### src/rtl/active_list.sv
`default_nettype none
// ============================================================================
// Module   : active_list
// Purpose  : In-order active list (reorder buffer) for the rename stage.
//            Allocates one entry per renamed instruction, retires entries in
//            program order once complete (returning the previous physical
//            register to the free list), and on a mispredict walks back from
//            the youngest entry, one per cycle, restoring the map table.
// Ports    : clk, rst                      - clock, synchronous active-high reset
//            alloc_*                       - allocation request / ready / tag
//            complete_valid/complete_tag   - execution-complete notification
//            commit_valid/commit_tag       - head retirement
//            free_valid/free_preg          - physical register returned
//            flush_valid/flush_tag         - mispredict, squash younger entries
//            restore_valid/lreg/preg       - map-table undo write
//            recovering                    - walk-back in progress
// Config   : ACTIVE_LIST_SAME_CYCLE_COMMIT_EN - when defined, a completion
//            aimed at the head lets it commit in the same cycle.
// Revision : 1.0 - initial release
// ============================================================================
module active_list #(
  parameter int DEPTH  = 32,
  parameter int PREG_W = 6,
  parameter int LREG_W = 5,
  parameter int TAG_W  = $clog2(DEPTH)
) (
  input  logic              clk,
  input  logic              rst,
  input  logic              alloc_valid,
  output logic              alloc_ready,
  input  logic              alloc_uses_rw,
  input  logic [LREG_W-1:0] alloc_lreg,
  input  logic [PREG_W-1:0] alloc_prev_preg,
  input  logic [PREG_W-1:0] alloc_new_preg,
  output logic [TAG_W-1:0]  alloc_tag,
  input  logic              complete_valid,
  input  logic [TAG_W-1:0]  complete_tag,
  output logic              free_valid,
  output logic [PREG_W-1:0] free_preg,
  output logic              commit_valid,
  output logic [TAG_W-1:0]  commit_tag,
  input  logic              flush_valid,
  input  logic [TAG_W-1:0]  flush_tag,
  output logic              restore_valid,
  output logic [LREG_W-1:0] restore_lreg,
  output logic [PREG_W-1:0] restore_preg,
  output logic              recovering
);

  localparam logic [0:0]       ST_IDLE    = 1'b0;
  localparam logic [0:0]       ST_RECOVER = 1'b1;
  localparam logic [TAG_W-1:0] C_TAG_ONE  = (TAG_W)'(1);
  localparam logic [TAG_W:0]   C_CNT_ONE  = (TAG_W+1)'(1);
  localparam logic [TAG_W:0]   C_CNT_FULL = (TAG_W+1)'(DEPTH);

  // Entry storage
  logic [DEPTH-1:0]  uses_rw_q;
  logic [DEPTH-1:0]  done_q;
  logic [LREG_W-1:0] lreg_q      [DEPTH];
  logic [PREG_W-1:0] prev_preg_q [DEPTH];
  logic [PREG_W-1:0] new_preg_q  [DEPTH];

  // Control state
  logic [0:0]       state_q, state_d;
  logic [TAG_W-1:0] head_q,  head_d;
  logic [TAG_W-1:0] tail_q,  tail_d;
  logic [TAG_W:0]   count_q, count_d;
  logic [TAG_W-1:0] walk_q,  walk_d;
  logic [TAG_W-1:0] stop_q,  stop_d;

  logic             is_idle;
  logic [TAG_W-1:0] tail_m1;
  logic [TAG_W-1:0] cmp_off;
  logic [TAG_W-1:0] flush_off;
  logic             cmp_in_range;
  logic             flush_in_range;
  logic             head_done;
  logic             do_commit;
  logic             do_alloc;
  logic             do_flush;

  assign is_idle = (state_q == ST_IDLE);
  assign tail_m1 = tail_q - C_TAG_ONE;

  // A tag is live when its distance from the head is below the occupancy;
  // this handles wrap-around without comparing head and tail directly.
  assign cmp_off        = complete_tag - head_q;
  assign cmp_in_range   = ({1'b0, cmp_off} < count_q);
  assign flush_off      = flush_tag - head_q;
  assign flush_in_range = ({1'b0, flush_off} < count_q);

`ifdef ACTIVE_LIST_SAME_CYCLE_COMMIT_EN
  assign head_done = done_q[head_q] | (complete_valid && (complete_tag == head_q));
`else
  assign head_done = done_q[head_q];
`endif

  assign alloc_ready = is_idle && (count_q < C_CNT_FULL) && !flush_valid;
  assign do_alloc    = alloc_valid && alloc_ready;
  assign do_commit   = is_idle && (count_q != '0) && head_done;
  // A branch tag that is not live cannot own any younger entries, so such a
  // flush is dropped rather than walking stale slots.
  assign do_flush    = is_idle && flush_valid && flush_in_range && (flush_tag != tail_m1);

  always_comb begin
    state_d = state_q;
    head_d  = head_q;
    tail_d  = tail_q;
    count_d = count_q;
    walk_d  = walk_q;
    stop_d  = stop_q;
    if (state_q == ST_IDLE) begin
      if (do_commit) head_d = head_q + C_TAG_ONE;
      if (do_alloc)  tail_d = tail_q + C_TAG_ONE;
      case ({do_alloc, do_commit})
        2'b10:   count_d = count_q + C_CNT_ONE;
        2'b01:   count_d = count_q - C_CNT_ONE;
        default: count_d = count_q;
      endcase
      if (do_flush) begin
        state_d = ST_RECOVER;
        walk_d  = tail_m1;
        stop_d  = flush_tag;
      end
    end else begin
      // Each walk step pops the youngest entry off the tail.
      tail_d  = walk_q;
      count_d = count_q - C_CNT_ONE;
      walk_d  = walk_q - C_TAG_ONE;
      if (walk_q == stop_q + C_TAG_ONE) state_d = ST_IDLE;
    end
  end

  always_ff @(posedge clk) begin
    if (rst) begin
      state_q <= ST_IDLE;
      head_q  <= '0;
      tail_q  <= '0;
      count_q <= '0;
      walk_q  <= '0;
      stop_q  <= '0;
      done_q  <= '0;
    end else begin
      state_q <= state_d;
      head_q  <= head_d;
      tail_q  <= tail_d;
      count_q <= count_d;
      walk_q  <= walk_d;
      stop_q  <= stop_d;
      if (complete_valid && cmp_in_range) done_q[complete_tag] <= 1'b1;
      if (do_alloc)                        done_q[tail_q]       <= 1'b0;
    end
  end

  // Payload needs no reset: an entry is only read while it is live.
  always_ff @(posedge clk) begin
    if (do_alloc) begin
      uses_rw_q[tail_q]   <= alloc_uses_rw;
      lreg_q[tail_q]      <= alloc_lreg;
      prev_preg_q[tail_q] <= alloc_prev_preg;
      new_preg_q[tail_q]  <= alloc_new_preg;
    end
  end

  assign alloc_tag     = tail_q;
  assign commit_valid  = do_commit;
  assign commit_tag    = head_q;
  assign recovering    = (state_q == ST_RECOVER);
  // Retirement frees the old mapping; a squash frees the speculative one.
  assign free_valid    = recovering ? uses_rw_q[walk_q] : (do_commit && uses_rw_q[head_q]);
  assign free_preg     = recovering ? new_preg_q[walk_q] : prev_preg_q[head_q];
  assign restore_valid = recovering && uses_rw_q[walk_q];
  assign restore_lreg  = lreg_q[walk_q];
  assign restore_preg  = prev_preg_q[walk_q];

endmodule
`default_nettype wire

### config.mk
export PLATFORM = sky130hd
export DESIGN_NAME = active_list
export DESIGN_NICKNAME = d
export VERILOG_FILES = /design/src/rtl/active_list.sv
export SDC_FILE = /design/constraint.sdc
export NUM_CORES = 1
export LEC_CHECK = 0
export BUFFER_PORTS_ARGS = -buffer_cell sky130_fd_sc_hd__buf_2
export CAP_MARGIN = 20
export CORE_ASPECT_RATIO = 1.2
export CORE_MARGIN = 2
export CORE_UTILIZATION = 52
export DETAILED_ROUTE_END_ITERATION = 7
export PLACE_DENSITY_LB_ADDON = 0.12
export SETUP_SLACK_MARGIN = 0.4
export SLEW_MARGIN = 0
export SYNTH_ARGS = -nofsm -noshare
export SYNTH_HDL_FRONTEND = slang
export SYNTH_SLANG_ARGS = --single-unit
### constraint.sdc
create_clock -name clk -period 3.7 [get_ports clk]
set_input_delay 0.74 -clock clk [delete_from_list [all_inputs] [get_ports clk]]
set_output_delay 0.74 -clock clk [all_outputs]
set_load 0.01 [all_outputs]
==> key figures, run 1 <==
Power and ir drop
  – Maximum vdd drop: between 0.4 and 0.5 mV
  – Pwr dens: 668 nW/um^2
  – Leak pwr: ~11 nW

Global routing
  – GRT overflow: 0
  – Number of global-route vias before repair: 15960
  – Global-route usage over all layers: 27.0%
  – First-pass GRT wire length: around 110 mm
  – Maximum number of pins on one net before global-route repair: 53
  – Initial antenna violation count: 1

Clocking
  – Worst skew pair latency: a little over 0.6 ns
  – Hold-fix buffers at CTS: 0
  – Clock Sink Count: approximately 650
  – CTS clk-pin slew, worst paths: 0.06 ns
  – CTS max path bufs: 3
  – CTS Buf Count: 66
  – CTS tree: done
  – CTS H-tree lvls: 3
  – CTS root buffer: clkbuf_16

STA
  – Final WS setup: -0.0741 ns
  – Hold Violations, Final: 0
  – Clk_skew: 0.0232 ns
  – Tmin final: 3.77 ns
  – Pins Over Slew Limit: 0
  – Slew headroom: a little under two fifths
  – Worst-margin pin slew: around 0.94 ns
  – Setup Viol. Count Final: 10
  – Setup tns final: -0.374 ns
  – Final cycle utilization of the critical path: 102%
  – RSZ-0062 raised after global routing: yes
  – Fmax: roughly 260 MHz

Min path
  – Hold Crit Class: input pin to flip-flop

Die
  – Initial cell density of the core: between 50% and 60%
  – I/O pin count: 65
  – Placement Rows: 92
  – Die X-Extent: roughly 210 um
  – Die Y: about 260 um
  – Core Area: about 52000 sq um
  – Die Area: ~55000 sq um

Setup path
  – WS Path Type: flip-flop to primary output
  – Startpoint types: flip-flop
  – Slowest stage cell, crit path: mux4_2
  – CP endpoint kind: primary output
  – Max FO, Critical Path: 6
  – Kind of cell adding the most delay to the critical path: multiplexers
  – Crit path largest cell delay: 0.50 ns
  – WP buf/inv: 4
  – CP Data Required Time: 2.96 ns
  – Ordered cell list for the critical path: buf_12 -> buf_12 -> buf_6 -> mux4_2 -> mux4_2 -> mux2_2 -> nand2_1 -> o21ai_2 -> buf_2
  – CP Data Arrival Time: about 3 ns

Yosys
  – Mean post-synth cell area: ~19 sq um
  – Cell Area, Synth: about 28000 sq um
  – Post-synth EDFFs: about 580
  – Syn_nets: 1505
  – Compound-gate portion of the synthesized area: under 10%
  – Mux cell area share after synthesis: around 22%
  – Largest family of logic cells by synthesized area: multiplexers
  – Asr flop ratio synth: 0%
  – Synth Area in Simple Gates: between 3 and 4%
  – Synth warn: 0
  – Top FF cell, synth: edfxtp_1
  – Seq cells post-synth: 645
  – Area share of fa/ha/maj cells after synthesis: 1.32%
  – Post-synth cell types: 57
  – Post-synthesis xor/xnor area fraction: less than 1%
  – Sequential share of the synthesized area: roughly two thirds
  – Cells after synthesis: about 1400

Status
  – Status: finished with violations
  – Failing checks: setup timing

Cells and area
  – Layout cells sized above 1: 39.7%
  – Non-Filler Cell Area, Final: 33100 sq um
  – Nets: between 1500 and 2000
  – Layout area overhead: 19.9%
  – N_diodes: 0

Placed design
  – I/O Buffers: 64
  – DP HPWL: around 44 mm
  – Placement Cell Area: between 20000 and 30000 sq um
  – Global placement routability congestion: 0.842

Detailed routing
  – Via-to-Cell Ratio: 6.34
  – Drt drc: 0
  – Final wirelength: 72.7 mm
  – Final antenna-violating net count: 0
  – Mean routed wirelength per cell: 30.0 um
  – Via count: around 15000
  – Drt pass-1 iters: 5
  – DR iter-0 viols: roughly 1700

Flow run
  – MaxCap Viol Count: 0
-- cells in the mapped netlist (all sizes together) (15+ instances only) --
library cell | number | area (sq um)
nand3 | 46 | 230
ha | 26 | 325
o21ai | 18 | 90.1
dfxtp | 69 | 1380
mux2i | 19 | 190
edfxtp | 576 | 17300
nor2 | 62 | 233
xnor2 | 20 | 175
clkbuf | 54 | 203
inv | 18 | 67.6
mux4 | 253 | 5700
buf | 31 | 146
nor3 | 15 | 75.1
mux2 | 19 | 214
a21oi | 59 | 295
nand2 | 63 | 239
-- cell type report --
type / instances / area (sq um)
Multi-Input combinational cell: 694 / 8890
Clock inverter: 33 / 320
Timing Repair Buffer: 237 / 2440
Fill cell: 3691 / 19300
Inverter: 20 / 75.1
Clock buffer: 85 / 1820
Sequential cell: 645 / 18700
Tap cell: 705 / 882
-- sequential cells by signal, summed over array words and instances, names as in the netlist, named ones only --
signal       flops
new_preg_q     192
prev_preg_q    192
lreg_q         160
done_q          32
uses_rw_q       32
count_q          6
alloc_tag        5
commit_tag       5
stop_q           5
walk_q           5
recovering       1
-- final timing paths --
path / to / from / cells after the start / slack [ns]
max reg2reg: done_q[30] / commit_tag[0] / 13 / 0.62
min reg2reg: done_q[7] / done_q[7] / 2 / 0.45
max: free_preg[0] / flip-flop / 9 / -0.07
min: stop_q[0] / flush_tag[0] / 3 / 0.44
-- worst reg2reg max path: cells and delay by family (launching register included) --
family | cells | cell delay (ns)
buf+inv | 3 | 0.69
compound gates | 6 | 0.96
simple gates | 1 | 0.13
fa+ha+maj | 3 | 0.88
flops | 1 | 0.36
-- through the flow --
step | worst slack [ns] | hold WS [ns] | power, mW | std cells | utilization [%]
floorplan | 0.425 | 0.429 | 12.5 | 1444 | -
global placement | 0.246 | 0.435 | 14.5 | 2240 | 56.8
detailed placement | 0.245 | 0.443 | 14.5 | 2240 | 56.8
CTS | -0.0884 | 0.419 | 22.2 | 2416 | 62.9
global route | -0.119 | 0.461 | 23.0 | 2419 | 63.1
finish | -0.0741 | 0.437 | 22.1 | 2419 | 63.1
-- cells in the final DEF (no fill, tap or decap), types with 12 or more instances in the layout --
cell and n:
buf_2 54, nor2_1 30, clkinv_2 13, inv_1 18, nand2_1 58, buf_16 13
nor3_1 15, nand3_1 45, a21oi_1 59, buf_6 23, buf_4 112, dfxtp_1 57
nor2_4 18, mux2i_1 14, clkbuf_16 68, buf_12 31, edfxtp_1 576, o21ai_0 12
mux4_2 253, nor2_2 14, ha_1 26, mux2_4 14, xnor2_1 20
-- timing repair --
action                                  4_1_cts  5_1_grt
pin swaps                                     5        2
endpoints found under the setup margin       20       27
setup buffers                                47        2
gates cloned                                 11        1
resized for setup                            83       14
-- kinds of logic after synthesis --
logic type | count (synthesis)
AO/OA/AOI/OAI | 121
XOR/XNOR | 30
adder cells (fa/ha/maj) | 28
buffers and inverters | 105
flip-flops | 645
multiplexers | 291
AND/OR/NAND/NOR | 224
-- power by group --
part	total (mW)	switching (mW)	leakage, nW	internal [mW]
Sequential	8.56	0.418	5.75	8.15
Clock	6.65	2.80	1.06	3.85
Combinational	6.92	3.04	3.83	3.89
Total	22.1	6.26	10.6	15.9
-- metal layers --
layer  global-route usage [%]  wire [um]
met4                     10.3       2480
met5                        0         13
met3                     5.36       5470
met2                     44.7      36600
met1                     35.8      28100
(Power assumes the default switching activity.)
==> inputs of run 2 (changes only) <==
- CTS_BUF_LIST: default -> sky130_fd_sc_hd__clkbuf_4
- PLACE_DENSITY_LB_ADDON: 0.12 -> 0.15
==> run 2 against run 1 <==
Fmax fell by 8.6%. Final cell count rose by 5.8%. Sequential power barely moved. Utilization fell by 0.43 points. Total power fell by 1.7%. Wire length barely moved. First-iteration DRC count fell by 9.7%. Hold slack got worse by 0.21 ns. Highest routed layer is now met4. The flow still finishes with violations (setup timing). Register-to-register slack improved by 0.02 ns. Count of clock-buffer cells in the layout rose by 146. Design area fell by 0.68%. Sequential share of layout area rose by 0.37 points.
==> key figures, run 2 (synthesized netlist as in run 1, its figures left out) <==
STA
  – Slew headroom: 30.8% (-6.1 points)
  – Tmin final: 4.13 ns (+0.355 ns)
  – RSZ-0062 raised after global routing: yes
  – Hold Violations, Final: 0 (unchanged)
  – Pins Over Slew Limit: 0 (unchanged)
  – Setup Viol. Count Final: 19 (+9)
  – Final WS setup: -0.429 ns (-0.355 ns)
  – Final cycle utilization of the critical path: 112% (+9.6 points)
  – Worst-margin pin slew: 1.03 ns (+0.0913 ns)
  – Clk_skew: 0.0315 ns (+0.00831 ns)
  – Fmax: 242 MHz (-8.6%)

Status
  – Failing checks: setup timing
  – Status: finished with violations

Placed design
  – DP HPWL: 42.6 mm (-3.0%)
  – Global placement routability congestion: 0.800 (-5.0%)
  – I/O Buffers: 64 (unchanged)
  – Placement Cell Area: 29700 sq um (-0.40%)

Clocking
  – Worst skew pair latency: 1.01 ns (+0.40 ns)
  – CTS tree: done
  – CTS Buf Count: 159 (+140%)
  – CTS H-tree lvls: 4 (+1)
  – CTS clk-pin slew, worst paths: 0.07 ns (about the same)
  – CTS root buffer: clkbuf_4
  – CTS max path bufs: 3 (unchanged)
  – Clock Sink Count: 645 (unchanged)

Setup path
  – CP Data Required Time: 2.96 ns (about the same)
  – CP Data Arrival Time: 3.39 ns (+0.36 ns)
  – Startpoint types: flip-flop
  – WS Path Type: flip-flop to primary output
  – Max FO, Critical Path: 6 (unchanged)
  – CP endpoint kind: primary output

Die
  – Placement Rows: 92 (unchanged)
  – Initial cell density of the core: 52.7% (unchanged)
  – I/O pin count: 65 (unchanged)
  – Die X-Extent: 214 um (unchanged)
  – Die Y: 257 um (unchanged)
  – Die Area: 55000 sq um (unchanged)
  – Core Area: 52500 sq um (unchanged)

Detailed routing
  – Drt drc: 0 (unchanged)
  – DR iter-0 viols: 1546 (-9.7%)
  – Via-to-Cell Ratio: 6.17 (-2.7%)
  – Final wirelength: 72.7 mm (about the same)
  – Via count: 15786 (+2.9%)
  – Final antenna-violating net count: 0 (unchanged)
  – Drt pass-1 iters: 5 (unchanged)
  – Mean routed wirelength per cell: 28.4 um (-5.5%)

Power and ir drop
  – Pwr dens: 661 nW/um^2 (-1.0%)
  – Switching Fraction: 29.3% (+1.0 points)
  – Pint: 15.4 mW (-3.1%)
  – Switching pwr: 6.37 mW (+1.8%)
  – Maximum vdd drop: 0.383 mV (-13%)
  – Total power: 21.8 mW (-1.7%)
  – Combinational group share of total power: 32.8% (+1.5 points)
  – Clock Power Share: 28.0% (-2.0 points)
  – Leak pwr: 10.6 nW (about the same)
  – Sequential cell fraction of total power: 39.2% (+0.5 points)

Min path
  – Hold Crit Class: input pin to flip-flop

Global routing
  – Initial antenna violation count: 2 (+1)
  – Maximum number of pins on one net before global-route repair: 49 (-7.5%)
  – Number of global-route vias before repair: 16339 (+2.4%)
  – Global-route usage over all layers: 27.2% (+0.16 points)
  – GRT overflow: 0 (unchanged)
  – First-pass GRT wire length: 107 mm (+0.53%)

Cells and area
  – Commonest non-fill, non-tap cell in the layout: edfxtp_1
  – Nets: 1778 (+3.1%)
  – Biggest regs: new_preg_q (192), prev_preg_q (192), lreg_q (160)
  – Layout cells sized above 1: 42.3% (+2.6 points)
  – Fill count: 3874 (+5.0%)
  – Non-Filler Cell Area, Final: 32900 sq um (-0.68%)
  – Layout area overhead: 19.1%
  – Commonest cells after routing, fill and taps aside: edfxtp_1 (576), mux4_2 (253), clkbuf_4 (231), buf_4 (67), a21oi_1 (59)

Flow run
  – MaxCap Viol Count: 0 (unchanged)
-- run 2: through the flow --
| stage | hold WS, ns | util [%] | TNS (ns) | setup WS (ns) | instances |
|---|---|---|---|---|---|
| after floorplan | 0.429 | - | 0 | 0.425 | 1444 |
| after CTS | 0.125 | 62.5 | -8.75 | -0.531 | 2549 |
| after global routing | 0.161 | 62.7 | -9.47 | -0.563 | 2559 |
| final | 0.227 | 62.7 | -6.77 | -0.429 | 2559 |
| after detailed placement | 0.444 | 56.6 | 0 | 0.204 | 2216 |
| after global placement | 0.436 | 56.6 | 0 | 0.263 | 2216 |
-- run 2: critical path, cell delays in order, from the launching register on --
cell,delay (ns)
dfxtp_4,0.40
buf_6,0.14
buf_12,0.10
buf_16,0.14
mux4_2,0.51
mux4_2,0.47
mux2_4,0.28
nand2_2,0.09
o21ai_4,0.09
buf_6,0.15
-- run 2: worst paths after layout --
kind	startpoint	end	slack, ns	cells past startpoint
max	flip-flop	free_preg[0]	-0.43	9
min	complete_tag[3]	done_q[4]	0.23	4
max reg2reg	commit_tag[0]	done_q[19]	0.64	13
min reg2reg	done_q[8]	done_q[8]	0.45	2
-- run 2: repair_timing --
item,4_1_cts,5_1_grt
setup endpoints to repair,20,22
setup buffers,23,3
resized for setup,90,11
hold endpoints to repair,5,0
hold buffers,5,0
cloned,13,1
pin swaps,1,0
-- run 2: layer usage --
| metal | vias up | GRT usage [%] | wire [um] |
|---|---|---|---|
| li1 | 6674 | - | - |
| met1 | 8263 | 36.6 | 28600 |
| met3 | 125 | 6.67 | 5870 |
| met4 | 0 | 9.01 | 1880 |
| met2 | 724 | 44.1 | 36300 |
| met5 | - | 0 | 0 |
-- run 2: cell type report --
| type | instances | area, sq um | share of cell area [%] |
|---|---|---|---|
| sequential | 645 | 18700 | 56.8 |
| multi-input combinational | 694 | 8880 | 27.0 |
| timing repair buffer | 197 | 2230 | 6.78 |
| clock buffer | 231 | 1730 | 5.27 |
| tap | 705 | 882 | 2.68 |
| clock inverter | 61 | 387 | 1.17 |
| inverter | 20 | 75.1 | 0.228 |
| antenna | 6 | 15.0 | 0.0456 |
-- run 2: power groups by stage --
stage	clock (mW)	sequential (mW)	combinational, mW
global placement	0	8.73	5.69
finish	6.10	8.53	7.14
global route	6.62	8.56	7.55
floorplan	0	8.39	4.14
detailed placement	0	8.74	5.72
CTS	6.25	8.53	7.05
